**config.mk**
```make
export PLATFORM = sky130hd
export DESIGN_NAME = noc_link_tx
export DESIGN_NICKNAME = d
export VERILOG_FILES = /design/src/rtl/noc_link_tx.sv
export SDC_FILE = /design/constraint.sdc
export NUM_CORES = 1
export LEC_CHECK = 0
export CAP_MARGIN = 5
export CORE_MARGIN = 4
export CORE_UTILIZATION = 45
export CTS_CLUSTER_DIAMETER = 50
export DETAILED_ROUTE_END_ITERATION = 8
export PLACE_DENSITY = 0.88
export SLEW_MARGIN = 20
export SYNTH_ARGS = -nofsm -noshare
export SYNTH_HDL_FRONTEND = slang
export SYNTH_SLANG_ARGS = --single-unit
```
**constraint.sdc**
```tcl
create_clock -name clk -period 5.55 [get_ports clk]
set_input_delay 1.11 -clock clk [delete_from_list [all_inputs] [get_ports clk]]
set_output_delay 1.11 -clock clk [all_outputs]
set_load 0.05 [all_outputs]
```
**src/rtl/noc_link_tx.sv**
```systemverilog
// Transmit end of a credit-based NoC link: pops a show-ahead FIFO onto a
// registered link, tracks downstream credits and checks packet framing.
module noc_link_tx #(
    parameter int WIDTH   = 32,
    parameter int CREDITS = 4
) (
    input  logic                         clk,
    input  logic                         rst_n,
    input  logic [WIDTH-1:0]             fifo_data,
    input  logic                         fifo_empty,
    output logic                         fifo_rd_en,
    input  logic                         tx_en,
    output logic                         flit_valid,
    output logic [WIDTH-1:0]             flit_data,
    input  logic                         credit_in,
    output logic [$clog2(CREDITS+1)-1:0] credit_cnt,
    output logic                         pkt_active,
    output logic                         err_proto,
    output logic                         err_credit
);

    localparam int CW = $clog2(CREDITS + 1);

    typedef enum logic {
        IDLE,
        IN_PKT
    } state_t;

    localparam logic [1:0] T_BODY   = 2'b00;
    localparam logic [1:0] T_HEAD   = 2'b01;
    localparam logic [1:0] T_TAIL   = 2'b10;
    localparam logic [1:0] T_SINGLE = 2'b11;

    state_t          state;
    state_t          state_next;
    logic            send;
    logic [1:0]      ftype;
    logic            proto_bad;
    logic            credit_over;
    logic [CW-1:0]   cnt_next;

    assign ftype      = fifo_data[WIDTH-1:WIDTH-2];
    assign send       = tx_en && !fifo_empty && (credit_cnt != '0);
    assign fifo_rd_en = send;
    assign pkt_active = (state == IN_PKT);

    // A returned credit with nothing sent and a full count is an overflow.
    always_comb begin
        cnt_next    = credit_cnt;
        credit_over = 1'b0;
        if (send && !credit_in) begin
            cnt_next = credit_cnt - 1'b1;
        end else if (!send && credit_in) begin
            if (credit_cnt == CW'(CREDITS)) begin
                credit_over = 1'b1;
            end else begin
                cnt_next = credit_cnt + 1'b1;
            end
        end
    end

    always_comb begin
        state_next = state;
        proto_bad  = 1'b0;
        if (send) begin
            case (state)
                IDLE: begin
                    case (ftype)
                        T_HEAD:   state_next = IN_PKT;
                        T_SINGLE: state_next = IDLE;
                        T_BODY,
                        T_TAIL:   proto_bad  = 1'b1;
                        default:  proto_bad  = 1'b1;
                    endcase
                end
                IN_PKT: begin
                    case (ftype)
                        T_BODY:   state_next = IN_PKT;
                        T_TAIL:   state_next = IDLE;
                        T_HEAD,
                        T_SINGLE: proto_bad  = 1'b1;
                        default:  proto_bad  = 1'b1;
                    endcase
                end
                default: state_next = IDLE;
            endcase
        end
    end

    always_ff @(posedge clk or negedge rst_n) begin
        if (!rst_n) begin
            state      <= IDLE;
            flit_valid <= 1'b0;
            flit_data  <= '0;
            credit_cnt <= CW'(CREDITS);
            err_proto  <= 1'b0;
            err_credit <= 1'b0;
        end else begin
            state      <= state_next;
            flit_valid <= send;
            credit_cnt <= cnt_next;
            if (send) begin
                flit_data <= fifo_data;
            end
            if (proto_bad) begin
                err_proto <= 1'b1;
            end
            if (credit_over) begin
                err_credit <= 1'b1;
            end
        end
    end

endmodule

```
==> results_dict.tcl <==
set metrics [dict create \
    path_common_cell "clkdlybuf4s50_1" \
    post-cts-setup-buffers 0 \
    critical_path.endpoint_type "output pin" \
    viasPerCell 4.85 \
    final_cell_mix "clkdlybuf4s50_1 (75), dfrtp_1 (38), mux2_4 (26)" \
    yosysWarnings 0 \
    vias 1155 \
    pre_cts_ws_ns 1.72 \
    cp_cell_sequence "clkdlybuf4s50_1, nor2b_1, and2_4, clkdlybuf4s50_1" \
    finalSetupTns_ns 0 \
    clkSlewWorstSetupHoldPaths_ns 0.07 \
    synth_area_per_cell_um2 15.9 \
    gr-total-overflow 0 \
    crit_arrival_ns 2.73 \
    final_max_slew_viol_count 0 \
    instances_no_fill 238 \
    first_pass_iters 3 \
    cap_violations 0 \
    cts_hold_buffers 0 \
    setup_slack_ns 1.71 \
    p_per_area_nw_per_um2 620 \
    drt-met1-wl_mm 1.72 \
    whs_path_depth 1 \
    place_inst 230 \
    track_usage 0.158 \
    rsz0062_at_grt "false" \
    highest_layer "met4" \
    fp.dieH_um 70.4 \
    path_buf_inv 2 \
    startpoint "tx_en" \
    wl_met3_um 337 \
    worst-path-stages 4 \
    clock_skew_ns 0.00689 \
    vdd_drop_max_mv 0.399 \
    area_growth_pct 48.9 \
    syn_area_um2 1750 \
    io_buffers 76 \
    max_freq_mhz 261 \
    gp_congestion 0.800 \
    r2r-end "credit_cnt[2]" \
    wl_per_cell_um 15.8 \
    ant_nets 0 \
    cts_buffer_depth 2 \
    dp.final_hpwl_mm 2.75 \
    cts_max_level 2 \
    cts.sinks 39 \
    io_pins 77 \
    drt_wl_total_mm 3.77 \
    coreArea_um2 3720 \
    r2r_setup_slack_ns 2.78 \
    cp_top_family "buffers and inverters" \
    syn_nets 151 \
    start_util 0.472 \
    wl_met2_mm 1.70 \
    hold_viol 0 \
    hp-class "reg2reg" \
    reg2regPathDepth 9 \
    relSlewSlack 0.440 \
    final_common_cell "clkdlybuf4s50_1" \
    worstPathRequired_ns 4.44 \
    numCtsBuffers 5 \
    drcViolationCount 0 \
    grt_pass1_wl_mm 6.24 \
    min_period_ns 3.84 \
    fin_crit_sh 0.692 \
    start_kind "input port" \
    run_status "complete, no violations" \
    crit_fanout 2 \
    post_cts_resize_count 0 \
    cp_slowest_cell "clkdlybuf4s50_1" \
    fin_util 0.703 \
    path_class "in2out" \
    num_rows 22 \
    synth-seq-cells 39 \
    cts_tree "done" \
    cp_slowest_stage_delay_ns 0.80 \
    die_w_um 70.4 \
    synth_cell_type_count 26 \
    timing.rr.start "credit_cnt[1]" \
    worst_slew_pin_slew_ns 0.839 \
    grt_pass1_vias 1260 \
    finalSetupViolations 0 \
    fin_nets 230 \
    drt_iter0_drc 43 \
    clock_latency_ns 0.28 \
    ys_seq_area_frac 0.557 \
    crit_end "fifo_rd_en" \
    num_antenna_cells 0 \
    syn_inst 110 \
    layout-drive-gt1-share 0.232 \
    dieArea_um2 4960 \
    grt_max_degree 40 \
    antenna_found_initial 0 \
    leakagePower_nw 1.15 \
    cts-root-buf "clkbuf_8" \
]
## cell usage after synthesis
cell type	instances	area, um2
a21o_1	2	15.0
a21oi_1	1	5.00
a221oi_1	2	17.5
a31oi_1	2	12.5
and2_4	1	8.76
buf_12	2	40.0
buf_6	2	22.5
buf_8	1	15.0
dfrtp_1	38	951
dfstp_2	1	26.3
ha_1	4	50.1
inv_1	7	26.3
mux2_2	6	67.6
mux2_4	26	390
mux2i_1	1	10.0
nand2_1	1	3.75
nor2_1	1	3.75
nor2b_1	3	18.8
nor3_1	1	5.00
nor3b_1	1	7.51
o21bai_1	1	7.51
o22a_1	1	8.76
o41ai_1	1	8.76
or3_1	1	6.26
xnor2_1	2	17.5
xor2_1	1	8.76
## flip-flops by register name, indices dropped and copies added (netlist names)
register and flops:
flit_data 32, flit_valid 1, credit_cnt 3, pkt_active 1, err_credit 1, err_proto 1
## metrics by stage
step                      cell area (um2)  power, mW  hold WS (ns)
after floorplan                      1750       1.11         0.632
after global placement               2500       1.38         0.439
after detailed placement             2500       1.40         0.450
after CTS                            2610       1.64         0.467
after global routing                 2610       1.69         0.490
final                                2610       1.62         0.463
## layer usage
| layer | up-vias | GRT usage |
|---|---|---|
| li1 | 538 | - |
| met4 | 0 | 0.0277 |
| met2 | 55 | 0.248 |
| met3 | 4 | 0.0633 |
| met1 | 558 | 0.208 |
| met5 | - | 0 |
## report_power, final
group	switching [mW]	internal, mW
clock	0.0943	0.134
combinational	0.545	0.370
sequential	0.0778	0.398
## area by class of cell
cell class / count / area [um2]
timing repair buffer: 77 / 763
clock inverter: 3 / 43.8
clock buffer: 5 / 68.8
fill: 263 / 1100
inverter: 7 / 26.3
sequential: 39 / 977
tap: 48 / 60.1
multi-input combinational: 59 / 673
## worst min-delay path by stage
stage                        startpoint       endpoint  slack [ns]
after floorplan           credit_cnt[2]  credit_cnt[2]        0.63
after global placement        err_proto      err_proto        0.44
after detailed placement      err_proto      err_proto        0.45
after CTS                     err_proto      err_proto        0.47
after global routing          err_proto      err_proto        0.49
final                         err_proto      err_proto        0.46
## cells by family (layout without fill, tap and decap cells)
group | after synthesis | after routing | share of synthesized area
compound gates | 10 | 10 | 0.0428
buf+inv | 12 | 92 | 0.0592
mux | 33 | 33 | 0.267
flops | 39 | 39 | 0.557
xor+xnor | 3 | 3 | 0.0150
fa+ha+maj | 4 | 4 | 0.0285
simple gates | 9 | 9 | 0.0307
Note: power is estimated with default switching activity, not from simulation.
